### src/rtl/uart_tx_pkg.sv
// Shared definitions for the UART transmitter: bus request/response types,
// status-word bit positions and the frame-state encoding.
package uart_tx_pkg;

  // Peripheral bus request (master -> peripheral).
  typedef struct packed {
    logic        mem_valid;
    logic        mem_instr;
    logic [31:0] mem_addr;
    logic [31:0] mem_wdata;
    logic [3:0]  mem_wstrb;
  } mem_in_type;

  // Peripheral bus response (peripheral -> master).
  typedef struct packed {
    logic        mem_ready;
    logic [31:0] mem_rdata;
    logic        mem_error;
  } mem_out_type;

  // Bit positions inside the status word returned by a read.
  localparam int STATUS_BUSY      = 0;
  localparam int STATUS_HOLD_FULL = 1;

  // Serial frame state.
  typedef enum logic [1:0] {
    IDLE  = 2'd0,
    START = 2'd1,
    DATA  = 2'd2,
    STOP  = 2'd3
  } uart_state_t;

  // Build the status word so every agent on the bus decodes it the same way.
  function automatic logic [31:0] status_word(input logic busy, input logic hold_full);
    logic [31:0] w;
    w                   = 32'h0000_0000;
    w[STATUS_BUSY]      = busy;
    w[STATUS_HOLD_FULL] = hold_full;
    return w;
  endfunction

endpackage

### src/rtl/uart_tx.sv
// Memory-mapped 8N1 UART transmitter with a one-entry holding register.
// All state lives in one registered struct; a single combinational block
// computes its next value, so every output is driven straight from a flop.
module uart_tx
  import uart_tx_pkg::*;
#(
  parameter int clock_rate = 868
) (
  input  logic        clock,
  input  logic        reset,
  input  mem_in_type  uart_in,
  output mem_out_type uart_out,
  output logic        uart_irpt,
  output logic        tx
);

  localparam int CW = (clock_rate > 2) ? $clog2(clock_rate) : 1;
  localparam logic [CW-1:0] CNT_LAST = CW'(clock_rate - 1);

  typedef struct packed {
    uart_state_t   state;
    logic [CW-1:0] cnt;
    logic [2:0]    bit_idx;
    logic [7:0]    shifter;
    logic [7:0]    hold;
    logic          hold_full;
    logic          tx;
    logic          irpt;
    logic          ready;
    logic [31:0]   rdata;
  } reg_t;

  localparam reg_t R_RST = '{
    state:     IDLE,
    cnt:       '0,
    bit_idx:   3'd0,
    shifter:   8'h00,
    hold:      8'h00,
    hold_full: 1'b0,
    tx:        1'b1,
    irpt:      1'b0,
    ready:     1'b0,
    rdata:     32'h0000_0000
  };

  reg_t r_q;
  reg_t r_d;

  logic wr_req_s;
  logic rd_req_s;
  logic busy_s;
  logic cnt_last_s;
  logic unused_bus_s;

  // Bus fields this peripheral has no use for (single register, byte data).
  assign unused_bus_s = ^{uart_in.mem_instr, uart_in.mem_addr, uart_in.mem_wdata[31:8]};

  // Next-state logic: bus handshake, bit timing and frame sequencing.
  always_comb begin
    r_d        = r_q;
    r_d.ready  = 1'b0;
    r_d.rdata  = 32'h0000_0000;
    r_d.irpt   = 1'b0;
    busy_s     = (r_q.state != IDLE);
    wr_req_s   = uart_in.mem_valid & (|uart_in.mem_wstrb);
    rd_req_s   = uart_in.mem_valid & ~(|uart_in.mem_wstrb);
    cnt_last_s = (r_q.cnt == CNT_LAST);

    // Writes only land in an empty holding register; a full one stalls the master.
    if (wr_req_s && !r_q.hold_full) begin
      r_d.hold      = uart_in.mem_wdata[7:0];
      r_d.hold_full = 1'b1;
      r_d.ready     = 1'b1;
    end else if (rd_req_s) begin
      r_d.ready = 1'b1;
      r_d.rdata = status_word(busy_s, r_q.hold_full);
    end else begin
      r_d.ready = 1'b0;
    end

    // Bit-period counter runs only while a frame is on the line.
    if (busy_s) begin
      r_d.cnt = cnt_last_s ? '0 : (r_q.cnt + CW'(1));
    end else begin
      r_d.cnt = '0;
    end

    // Holding register and writes are mutually exclusive on hold_full, so
    // loading the shifter here never collides with an accepted write above.
    case (r_q.state)
      IDLE: begin
        if (r_q.hold_full) begin
          r_d.shifter   = r_q.hold;
          r_d.hold_full = 1'b0;
          r_d.state     = START;
        end else begin
          r_d.state = IDLE;
        end
      end
      START: begin
        if (cnt_last_s) begin
          r_d.state   = DATA;
          r_d.bit_idx = 3'd0;
        end else begin
          r_d.state = START;
        end
      end
      DATA: begin
        if (cnt_last_s) begin
          if (r_q.bit_idx == 3'd7) begin
            r_d.state = STOP;
          end else begin
            r_d.bit_idx = r_q.bit_idx + 3'd1;
          end
        end else begin
          r_d.state = DATA;
        end
      end
      STOP: begin
        if (cnt_last_s) begin
          // Chain straight into the next start bit when a byte is waiting.
          if (r_q.hold_full) begin
            r_d.shifter   = r_q.hold;
            r_d.hold_full = 1'b0;
            r_d.state     = START;
          end else begin
            r_d.state = IDLE;
            r_d.irpt  = 1'b1;
          end
        end else begin
          r_d.state = STOP;
        end
      end
      default: begin
        r_d.state = IDLE;
      end
    endcase

    // Line level follows the state being entered, so tx is registered.
    case (r_d.state)
      START:   r_d.tx = 1'b0;
      DATA:    r_d.tx = r_d.shifter[r_d.bit_idx];
      default: r_d.tx = 1'b1;
    endcase
  end

  // State register with synchronous reset.
  always_ff @(posedge clock) begin
    if (reset) begin
      r_q <= R_RST;
    end else begin
      r_q <= r_d;
    end
  end

  assign uart_out.mem_ready = r_q.ready;
  assign uart_out.mem_rdata = r_q.rdata;
  assign uart_out.mem_error = 1'b0;
  assign uart_irpt          = r_q.irpt;
  assign tx                 = r_q.tx;

endmodule

### config.mk
export PLATFORM = sky130hd
export DESIGN_NAME = uart_tx
export DESIGN_NICKNAME = d
export VERILOG_FILES = /design/src/rtl/uart_tx_pkg.sv /design/src/rtl/uart_tx.sv
export SDC_FILE = /design/constraint.sdc
export NUM_CORES = 1
export LEC_CHECK = 0
export ABC_CLOCK_PERIOD_IN_PS = 4930
export BUFFER_PORTS_ARGS = -buffer_cell sky130_fd_sc_hd__buf_4
export CAP_MARGIN = 20
export CORE_ASPECT_RATIO = 0.7
export CORE_UTILIZATION = 48
export CTS_CLUSTER_DIAMETER = 30
export CTS_CLUSTER_SIZE = 24
export DETAILED_ROUTE_END_ITERATION = 8
export GPL_ROUTABILITY_DRIVEN = 0
export PLACE_DENSITY = 0.85
export SKIP_CTS_REPAIR_TIMING = 1
export SYNTH_ARGS = -nofsm -noshare
export SYNTH_HDL_FRONTEND = slang
export SYNTH_SLANG_ARGS = --single-unit
### constraint.sdc
create_clock -name clock -period 4.93 [get_ports clock]
set_clock_uncertainty 0.05 [all_clocks]
set_input_delay 0.493 -clock clock [delete_from_list [all_inputs] [get_ports clock]]
set_output_delay 0.493 -clock clock [all_outputs]
set_load 0.02 [all_outputs]
==> flow_summary.ini, run 1 <==
[cells_and_area]
final_nets = 308
multi_input_area_mm2 = 0.00104
stdcell_count = 282
area_growth_pct = 5.75
mostFrequentLayoutCells = 37 x dfxtp_1, 31 x conb_1, 29 x nor2_1
final_area_mm2 = 0.00212
regArea_um2 = 741
finish.utilization = 0.536
drive_gt1_frac = 0.174
layout.cells.most_common = dfxtp_1
n_fill_cell = 363
antenna_cells = 0

[floorplanning]
ios = 108
dieArea_mm2 = 0.00443
die_w_um = 79.2
start_util = 0.507
rows = 19
core_mm2 = 0.00395
fp.dieH_um = 56.0

[global_routing]
grt_max_degree = 28
grt_pass1_wl_um = 5900
first_global_vias = 1311
grt.total_usage = 0.175
grt-ovfl-total = 0
antenna_found_initial = 0

[pwr]
pwr-share-seq = 0.496
p_per_area_mw_per_mm2 = 303
power_mw = 0.642
p_int_mw = 0.467
swShare = 0.272
combPwrFrac = 0.149
power_leakage_nw = 0.883
p_sw_mw = 0.175
pwr-share-clk = 0.355
vdd_ir_drop_max_mv = 0.185

[place]
placed_area_mm2 = 0.00201
port_buffers = 19
place_ws_ns = 2.17
dp_cells = 274
dpl.hpwl_um = 2550

[timing]
slew_headroom = 0.364
maxSlewViolCount = 0
rsz0062_at_grt = false
worstMarginPinSlew_ns = 0.951
hold_violations = 0
finalCritPeriodShare = 0.571
max_freq_mhz = 355
fin_hold_ws_ns = 0.389
setup_viol_count_final = 0
period_needed_ns = 2.81
finalWorstSetupSlack_ns = 2.12
finalSetupTns_ns = 0

[critical_path]
path_max_fanout = 11
worstSetupPathType = reg2reg
startpoint_type = flip-flop
critical_path_arrival_ns = 2.97
cp-end-kind = flip-flop
worst-endpoint-required_ns = 5.09

[yosys]
syn_area_per_cell_um2 = 9.26
synth_flop_cell = dfxtp_1
syn-instance-count = 216
synth_async_sr_flop_share = 0
synth_edf_count = 0
synth.distinct_cells = 50
yosys_register_bits = 37
yosys_warnings = 0
syn_area_mm2 = 0.00200
synth-seq-area-share = 0.370

[clock_network]
htreeDepth = 2
clk_latency_ns = 0.29
root_buffer = clkbuf_8
clock-sinks = 37
clockBufferDepth = 2
cts_tree = built
cts.clk_slew.worst_paths_ns = 0.08
cts_buffers = 5

[drt]
route.vias.total = 1437
drtAntennaViolNets = 0
avgViaCountPerCell = 5.10
drc = 0
wl_per_cell_um = 12.6
drt_iter0_markers = 123
first_pass_iters = 4
drt-total-wl_um = 3550

[hold_path]
hp-class = in2reg

[run_status]
status = completed

[run]
cap_violations = 0
-- flip-flops by register name, summed over array words and instances (netlist names) --
signal	flops
uart_out	3
tx	1
uart_irpt	1
r_q	32
-- metal layers --
metal	up-vias	global-route usage	share of wire	wire length (µm)
met3	6	0.0492	0.067	239
met2	59	0.261	0.44	1580
met5	-	0	0	0
li1	718	-	-	-
met1	654	0.236	0.48	1700
met4	0	0.0753	0.011	40
-- final cells by class --
class / instances / share of cell area
clock inverter: 1 / 0.00237
tap: 52 / 0.0308
multi-input combinational: 158 / 0.490
inverter: 8 / 0.0142
timing repair buffer: 19 / 0.0674
sequential: 37 / 0.350
clock buffer: 7 / 0.0455
-- synth_stat cells (2+ instances only) --
master / count / area share
dfxtp_1: 37 / 0.37
buf_4: 34 / 0.13
nor2_1: 29 / 0.054
mux2i_1: 10 / 0.050
nand3_1: 9 / 0.023
inv_1: 8 / 0.015
a22oi_1: 7 / 0.026
ha_1: 7 / 0.044
xor2_1: 6 / 0.026
clkbuf_1: 5 / 0.0094
nand2_1: 5 / 0.0094
a211oi_1: 4 / 0.015
and3_1: 4 / 0.013
nor4_1: 4 / 0.013
mux2_2: 3 / 0.017
nor2b_1: 3 / 0.0094
a21oi_1: 2 / 0.0050
a31oi_1: 2 / 0.0063
buf_2: 2 / 0.0050
buf_6: 2 / 0.011
o21ai_0: 2 / 0.0050
o31ai_1: 2 / 0.0075
xnor2_1: 2 / 0.0088
-- critical path, cell delays in order (launching register included) --
cell	delay, ns
dfxtp_1	0.35
ha_1	0.26
or3b_1	0.49
nor3_4	0.29
a32o_2	0.35
a22oi_1	0.16
mux2_2	0.31
o311a_1	0.29
a32oi_1	0.18
-- power groups by stage --
stage | sequential [mW] | clock (mW) | combinational [mW]
3_5_place_dp | 0.325 | 0 | 0.0942
2_1_floorplan | 0.323 | 0 | 0.0944
4_1_cts | 0.318 | 0.235 | 0.0953
3_3_place_gp | 0.324 | 0 | 0.0922
5_1_grt | 0.319 | 0.247 | 0.105
6_report | 0.318 | 0.228 | 0.0959
-- cells by family (layout without fill, tap and decap cells) --
logic type	Yosys count	count (layout)	synth area share
DFF	37	37	0.370
xor gates and xnor gates	8	8	0.0350
and+or+nand+nor	64	64	0.171
muxes	13	13	0.0669
buffers and inverters	51	35	0.168
adders and majority gates	7	7	0.0438
other	1	31	0.00187
AOI/OAI and AO/OA	35	35	0.143
-- path summary, 6_finish.rpt --
kind | startpoint | end | slack, ns | cells after the start
setup / recovery | r_q[55]$_SDFF_PP0_ | tx$_SDFF_PP1_ | 2.12 | 8
hold / removal | uart_in[5] | r_q[37]$_SDFFE_PP0P_ | 0.39 | 3
setup reg to reg | r_q[55]$_SDFF_PP0_ | tx$_SDFF_PP1_ | 2.12 | 8
hold reg to reg | r_q[55]$_SDFF_PP0_ | r_q[55]$_SDFF_PP0_ | 0.39 | 1
Power figures use the tool's default switching activity.
==> run 2, diff against run 1 <==
--- a/config.mk
+++ b/config.mk
@@ -5,16 +5,16 @@
 export SDC_FILE = /design/constraint.sdc
 export NUM_CORES = 1
 export LEC_CHECK = 0
-export ABC_CLOCK_PERIOD_IN_PS = 4930
+export ABC_CLOCK_PERIOD_IN_PS = 2290
 export BUFFER_PORTS_ARGS = -buffer_cell sky130_fd_sc_hd__buf_4
 export CAP_MARGIN = 20
 export CORE_ASPECT_RATIO = 0.7
-export CORE_UTILIZATION = 48
+export CORE_UTILIZATION = 40
 export CTS_CLUSTER_DIAMETER = 30
 export CTS_CLUSTER_SIZE = 24
 export DETAILED_ROUTE_END_ITERATION = 8
 export GPL_ROUTABILITY_DRIVEN = 0
-export PLACE_DENSITY = 0.85
+export PLACE_DENSITY = 0.76
 export SKIP_CTS_REPAIR_TIMING = 1
 export SYNTH_ARGS = -nofsm -noshare
 export SYNTH_HDL_FRONTEND = slang
==> constraint.sdc (replaced) <==
create_clock -name clock -period 2.29 [get_ports clock]
set_clock_uncertainty 0.05 [all_clocks]
set_input_delay 0.229 -clock clock [delete_from_list [all_inputs] [get_ports clock]]
set_output_delay 0.229 -clock clock [all_outputs]
set_load 0.02 [all_outputs]
==> run 2 against run 1 <==
The run now ends with negative setup slack left. Sequential cell count stayed put. Utilization is 3.8 points lower. Count of clock-buffer cells in the layout is 2 lower. Sequential power up 110%. Clock power up 110%. Critical path type unchanged. Critical endpoint unchanged. Highest routed layer unchanged.
==> flow_summary.ini, run 2 (same netlist as run 1, synthesis figures left out) <==
[drt]
drc = 0
route.vias.total = 1518
dr_wl_met2_um = 1760
wl_per_cell_um = 12.0
top_layer = met4
drt-total-wl_um = 3910
avgViaCountPerCell = 4.67
drtAntennaViolNets = 0
drt_iter0_markers = 87
first_pass_iters = 4
wl_met3_um = 181
drt-met1-wl_um = 1910

[floorplanning]
core_mm2 = 0.00478
start_util = 0.418
fp.dieH_um = 61.2
rows = 21
die_w_um = 86.5
dieArea_mm2 = 0.00529
ios = 108

[critical_path]
path_max_fanout = 6
cp_cell_sequence = ha_4 -> or3b_4 -> nor4_2 -> nand3b_1 -> buf_4 -> mux2_2 -> o2bb2ai_1 -> nand3_1 -> a32oi_1
critical_path_arrival_ns = 2.52
crit_path_top_delay_cell = or3b_4
worst_path_largest_cell_delay_ns = 0.43
worst-endpoint-required_ns = 2.43
reg2reg_from = r_q[56]$_SDFF_PP0_
critPathLaunch = r_q[56]$_SDFF_PP0_
rrSetupSlack_ns = -0.09
worstSetupPathType = reg2reg
startpoint_type = flip-flop
cp-end-kind = flip-flop
rr_endpoint = tx$_SDFF_PP1_
reg2reg_depth = 9

[cells_and_area]
final_nets = 334
area_growth_pct = 18.9
max_flop_register = r_q
drive_gt1_frac = 0.289
largest_register_ffs = 32
antenna_cells = 0
layout.cells.most_common = buf_4
mostFrequentLayoutCells = 44 x buf_4, 35 x dfxtp_1, 31 x conb_1

[hold_path]
holdCritStartpoint = uart_in[5]
min_to = r_q[37]$_SDFFE_PP0P_
worst_hold_path.num_cells = 3
hp-class = in2reg

[global_routing]
grt_pass1_wl_um = 6110
antenna_found_initial = 0
grt.total_usage = 0.157
grt_max_degree = 28
grt-ovfl-total = 0
first_global_vias = 1361

[timing]
hold_violations = 0
setup_viol_count_final = 1
maxSlewViolCount = 0
finalCritPeriodShare = 1.04
rsz0062_at_grt = true
finalWorstSetupSlack_ns = -0.0893
max_freq_mhz = 420
period_needed_ns = 2.38

[clock_network]
cts.clk_slew.worst_paths_ns = 0.08
clock-sinks = 37
htreeDepth = 2
cts_tree = built
clockBufferDepth = 2
cts_buffers = 5
root_buffer = clkbuf_8
clk_latency_ns = 0.31

[place]
place_ws_ns = -0.129
dpl.hpwl_um = 2860
port_buffers = 19

[pwr]
vdd_ir_drop_max_mv = 0.209
p_per_area_mw_per_mm2 = 595
power_mw = 1.42
power_leakage_nw = 1.00

[run_status]
violations = negative setup slack
status = complete, but fails checks

[run]
cap_violations = 0
run 2: critical path, delay by kind of cell (launching register included):
| kind | cells | cell delay [ns] |
|---|---|---|
| mux | 1 | 0.33 |
| compound gates | 2 | 0.22 |
| buf+inv | 1 | 0.19 |
| fa+ha+maj | 1 | 0.13 |
| flops | 1 | 0.35 |
| simple gates | 4 | 0.99 |
run 2: stage by stage:
| stage | util | cell area (µm²) | hold WS [ns] | cells | setup TNS (ns) |
|---|---|---|---|---|---|
| after CTS | 0.489 | 2340 | 0.101 | 325 | -0.132 |
| final | 0.498 | 2380 | 0.102 | 325 | -0.0893 |
| after global placement | 0.470 | 2250 | 0.407 | 317 | -0.106 |
| after detailed placement | 0.470 | 2250 | 0.417 | 317 | -0.129 |
| after floorplan | - | 2130 | 0.326 | 246 | -0.114 |
| after global routing | 0.498 | 2380 | 0.108 | 325 | -0.195 |
run 2: how the worst max path moves through the flow:
| stage | slack (ns) | depth (start not counted) | end |
|---|---|---|---|
| floorplan | -0.11 | 10 | tx$_SDFF_PP1_ |
| global placement | -0.11 | 10 | tx$_SDFF_PP1_ |
| detailed placement | -0.13 | 9 | tx$_SDFF_PP1_ |
| CTS | -0.13 | 9 | tx$_SDFF_PP1_ |
| global route | -0.19 | 9 | tx$_SDFF_PP1_ |
| finish | -0.09 | 9 | tx$_SDFF_PP1_ |
run 2: power breakdown:
part	internal [mW]	switching (mW)
clock	0.216	0.258
sequential	0.668	0.0136
combinational	0.105	0.157
total	0.988	0.429
run 2: area by class of cell:
| cell class | count | area [µm²] |
|---|---|---|
| flip-flops and latches | 37 | 743 |
| multi-input cells | 158 | 1090 |
| fillers | 441 | 2400 |
| inverters | 8 | 30.0 |
| repair buffers | 45 | 342 |
| clock inverters | 3 | 22.5 |
| clock buffers | 5 | 68.8 |
| well taps | 69 | 86.3 |
run 2: routing by layer:
metal,vias up,global-route usage
met5,-,0
met4,0,0.0714
met3,7,0.0536
met2,35,0.249
met1,703,0.197
li1,773,-
